File: config.mk
export PLATFORM = sky130hd
export DESIGN_NAME = fetch_queue
export DESIGN_NICKNAME = d
export VERILOG_FILES = /design/src/rtl/fetch_queue.sv
export SDC_FILE = /design/constraint.sdc
export NUM_CORES = 1
export LEC_CHECK = 0
export ABC_AREA = 1
export CORE_UTILIZATION = 35
export DETAILED_ROUTE_END_ITERATION = 16
export HOLD_SLACK_MARGIN = 0.12
export PLACE_DENSITY = 0.55
export REMOVE_ABC_BUFFERS = 1
export SLEW_MARGIN = 20
export SYNTH_ARGS = -nofsm -noshare
export SYNTH_HDL_FRONTEND = slang
export SYNTH_SLANG_ARGS = --single-unit
File: constraint.sdc
create_clock -name clk -period 4.15 [get_ports clk]
set_input_delay 0.83 -clock clk [delete_from_list [all_inputs] [get_ports clk]]
set_output_delay 0.83 -clock clk [all_outputs]
set_load 0.01 [all_outputs]
File: src/rtl/fetch_queue.sv
// Instruction fetch queue: fetches sequentially from a combinational-read memory
// into a DEPTH-entry circular buffer of {pc, insn}, with flush/redirect support.
module fetch_queue #(
  parameter int unsigned AWIDTH = 32,
  parameter int unsigned DWIDTH = 32,
  parameter logic [AWIDTH-1:0] BASEADDR = AWIDTH'(32'h0100_0000),
  parameter int unsigned DEPTH = 4
) (
  input  logic              clk,
  input  logic              rst,
  output logic [AWIDTH-1:0] mem_addr_o,
  output logic              mem_read_en_o,
  input  logic [DWIDTH-1:0] mem_data_i,
  input  logic              redirect_i,
  input  logic [AWIDTH-1:0] redirect_pc_i,
  output logic              insn_valid_o,
  input  logic              insn_ready_i,
  output logic [DWIDTH-1:0] insn_o,
  output logic [AWIDTH-1:0] pc_o,
  output logic [$clog2(DEPTH+1)-1:0] count_o
);

  localparam int unsigned PW = $clog2(DEPTH);
  localparam int unsigned CW = $clog2(DEPTH+1);

  logic [AWIDTH-1:0] fpc;
  logic [PW-1:0]     wr_ptr;
  logic [PW-1:0]     rd_ptr;
  logic [CW-1:0]     count;
  logic [AWIDTH-1:0] pc_q   [DEPTH];
  logic [DWIDTH-1:0] insn_q [DEPTH];
  logic              fetch;
  logic              pop;

  // Handshake: the head transfers on any edge where insn_valid_o && insn_ready_i;
  // valid never depends on ready, and a redirect in the same cycle drops the head.
  assign pop   = insn_valid_o && insn_ready_i;
  assign fetch = !redirect_i && ((count < CW'(DEPTH)) || pop);

  assign mem_addr_o    = fpc;
  assign mem_read_en_o = fetch;
  assign insn_valid_o  = (count != '0);
  assign insn_o        = insn_q[rd_ptr];
  assign pc_o          = pc_q[rd_ptr];
  assign count_o       = count;

  always_ff @(posedge clk or posedge rst) begin
    if (rst) begin
      fpc    <= BASEADDR;
      wr_ptr <= '0;
      rd_ptr <= '0;
      count  <= '0;
    end else if (redirect_i) begin
      fpc    <= {redirect_pc_i[AWIDTH-1:2], 2'b00};
      wr_ptr <= '0;
      rd_ptr <= '0;
      count  <= '0;
    end else begin
      if (fetch) begin
        wr_ptr <= wr_ptr + PW'(1);
        fpc    <= fpc + AWIDTH'(4);
      end
      if (pop) begin
        rd_ptr <= rd_ptr + PW'(1);
      end
      if (fetch && !pop) begin
        count <= count + CW'(1);
      end else if (pop && !fetch) begin
        count <= count - CW'(1);
      end
    end
  end

  // Payload storage needs no reset: entries are only visible once count covers them.
  always_ff @(posedge clk) begin
    if (fetch) begin
      pc_q[wr_ptr]   <= fpc;
      insn_q[wr_ptr] <= mem_data_i;
    end
  end

endmodule

==> flow_summary_export.csv <==
group,metric,value,unit
status,status,"finished, final reports clean",
floorplanning,die_x,184.7,um
job,maxCapViolations,0,
power,power.density,594.3,mW/mm2
worst_setup_path,cp_max_fo,45,
floorplanning,initial_core_util,0.3574,
detailed_routing,wire_per_inst,18.28,um
detailed_routing,totalWireLength,29130,um
timing,worst_hold_slack,559.8,ps
worst_setup_path,crit_type,"flop to output pin",
floorplanning,pin_count,169,
synth,ys_seq_area_frac,0.7165,
floorplanning,dieArea,0.03413,mm2
synth,ys_types,39,
timing,finClkSkew,15.52,ps
timing,period_minus_slack,3607,ps
cells_and_area,drive_gt1_frac,0.08514,
cts,cts_max_level,1,
cts,cts_made_buffers,30,
timing,max_freq,277.2,MHz
min_path,holdPathStages,1,
min_path,hp-class,"flop to flop",
cts,cts_resized,0,
worst_setup_path,path_cells,"buf_4 > o21ai_0 > o22ai_1 > clkdlybuf4s50_1",
detailed_routing,drcViolationCount,0,
detailed_routing,via_per_inst,4.915,
cells_and_area,fin_nets,1201,
cts,cts_setup_buffers,0,
timing,tightest_slew,880.6,ps
cts,cts-root-buf,"clkbuf_16",
cells_and_area,synthToLayoutAreaGrowth,26.92,%
worst_setup_path,slowest_stage,"clkdlybuf4s50_1",
synth,synth_area_leaders,"edfxtp_1, dfrtp_1, o21ai_0",
timing,tns,0,ps
cts,clk_latency,550,ps
placement,io_buffers,162,
cells_and_area,fin_area,0.01483,mm2
placement,place.gp.congestion,0.8157,
synth,avgSynthCellArea,12.11,um2
cells_and_area,diodes,0,
placement,placed_area,0.01387,mm2
synth,yosysTopAreaCell,"edfxtp_1",
worst_setup_path,cp.required,3320,ps
worst_setup_path,r2r_cells,7,
synth,yosys_register_bits,285,
detailed_routing,drtPass1Iterations,5,
cts,cts_sinks,285,
cts,cts_hold_buf,0,
cts,cts_tree,"yes",
floorplanning,rows,66,
synth,synth_common_cells,"edfxtp_1, nor2_1, o21ai_0, nand2_1, o22ai_1",
floorplanning,core-area,0.03270,mm2
global_route,grt_pass1_vias,7712,
synth,synthCells,965,
timing,finalSetupViolCount,0,
worst_setup_path,critPathLaunchType,"flop",
synth,synth_top_area_share,0.6372,
timing,finalCritPeriodShare,0.8691,
timing,relSlewSlack,0.4123,
synth,ys_warn_count,0,
global_route,grt_remaining_overflow,0,
synth,syn_area,0.01169,mm2
synth,yosysMostFrequentCell,"edfxtp_1",
synth,async_flop_share,0.1298,
cts,clk_pin_slew,60,ps
global_route,antenna_found_initial,0,
global_route,grt_max_degree,81,
power,ir_worst_vdd,0.3573,mV
synth,synth_top_flop_cell,"edfxtp_1",
global_route,grt_pass1_wl,44930,um
timing,rsz0062_at_grt,"false",
timing,slew_viol_final,0,
cts,cts.path.max_buffers,3,
floorplanning,die_h,184.7,um
synth,synth_edf_count,248,
detailed_routing,drtIter0Drc,470,
detailed_routing,ant_nets,0,
worst_setup_path,endpoint_kind,"output pin",
placement,dp_hpwl,17350,um
global_route,grt_use_total,0.1720,
worst_setup_path,arrival,2780,ps
power,finalPower,8.815,mW
detailed_routing,vias,7830,
timing,hold_violations,0,
power,p_leak,5.210,nW
worst_setup_path,slowest_delay,650,ps
## critical path: cells and delay by family (launching register included)
kind | cells | cell delay [ps]
AO/OA/AOI/OAI | 2 | 380
buffers and inverters | 2 | 1220
flip-flops | 1 | 600
## cell families after synthesis
family                   synth area share
AND/OR/NAND/NOR                    0.1245
flip-flops                         0.7165
AO/OA/AOI/OAI                      0.1126
buffers and inverters             0.03297
XOR/XNOR                         0.005995
adder cells (fa/ha/maj)          0.007066
other                           0.0003209
## power by group
group | switching [mW] | total [mW] | internal (mW) | leakage (nW)
registers | 0.284 | 3.89 | 3.61 | 2.73
logic | 1.28 | 2.31 | 1.02 | 2.01
clock network | 1.08 | 2.62 | 1.54 | 0.473
total | 2.64 | 8.82 | 6.17 | 5.21
## metrics by stage
| step | std cells | utilization | setup WS, ps |
|---|---|---|---|
| finish | 1593 | 0.4536 | 543.1 |
| detailed placement | 1537 | 0.4242 | 737.6 |
| CTS | 1593 | 0.4536 | 421.9 |
| floorplan | 915 | - | -301.3 |
| global route | 1593 | 0.4536 | 361.3 |
| global placement | 1537 | 0.4242 | 728.4 |
## path summary, 6_finish.rpt
kind / slack [ps] / to / from
min reg2reg: 560 / wr_ptr[0] / wr_ptr[0]
min in group asynchronous: 700 / mem_addr_o[23] / rst
max: 540 / pc_o[12] / rd_ptr[1]
max in group asynchronous: 3050 / rd_ptr[0] / rst
min: 560 / wr_ptr[0] / wr_ptr[0]
max reg2reg: 1990 / insn_q[3][3] / count_o[2]
## cell type report
cell class	instances	area [um2]
sequential	285	8379
inverter	36	137.6
multi-input combinational	594	2969
clock buffer	35	790.8
clock inverter	21	172.7
fill	3076	17870
tap	442	553.0
timing repair buffer	180	1832
## routing by layer
metal,track usage,vias to the layer above,wire length [um],part of all wire
li1,-,3776,-,-
met1,0.2395,3832,13390,0.46
met2,0.2863,193,13870,0.48
met3,0.02648,29,1534,0.053
met4,0.03107,0,327,0.011
met5,0,-,0,0
## state kept, by name, indices dropped and copies added (netlist names)
signal and cells:
rd_ptr 2, count_o 3, wr_ptr 2, mem_addr_o 30, pc_q 120, insn_q 128
## placed cells by master, fill, tap and decap left out, types with 7 or more instances in the layout
cell               n
nor2_1           161
a21oi_1            7
clkinv_1          12
inv_1             30
clkbuf_16         31
nand3b_1           7
nand2_1          124
o22ai_1           65
nand3_1           15
dfrtp_1           34
nor2_4             9
buf_4             12
nand2_2            9
clkdlybuf4s50_1  162
o21ai_0          134
edfxtp_1         248
nor2_2             8
a22oi_1           18
No activity file was read; power rests on OpenSTA's default activity.
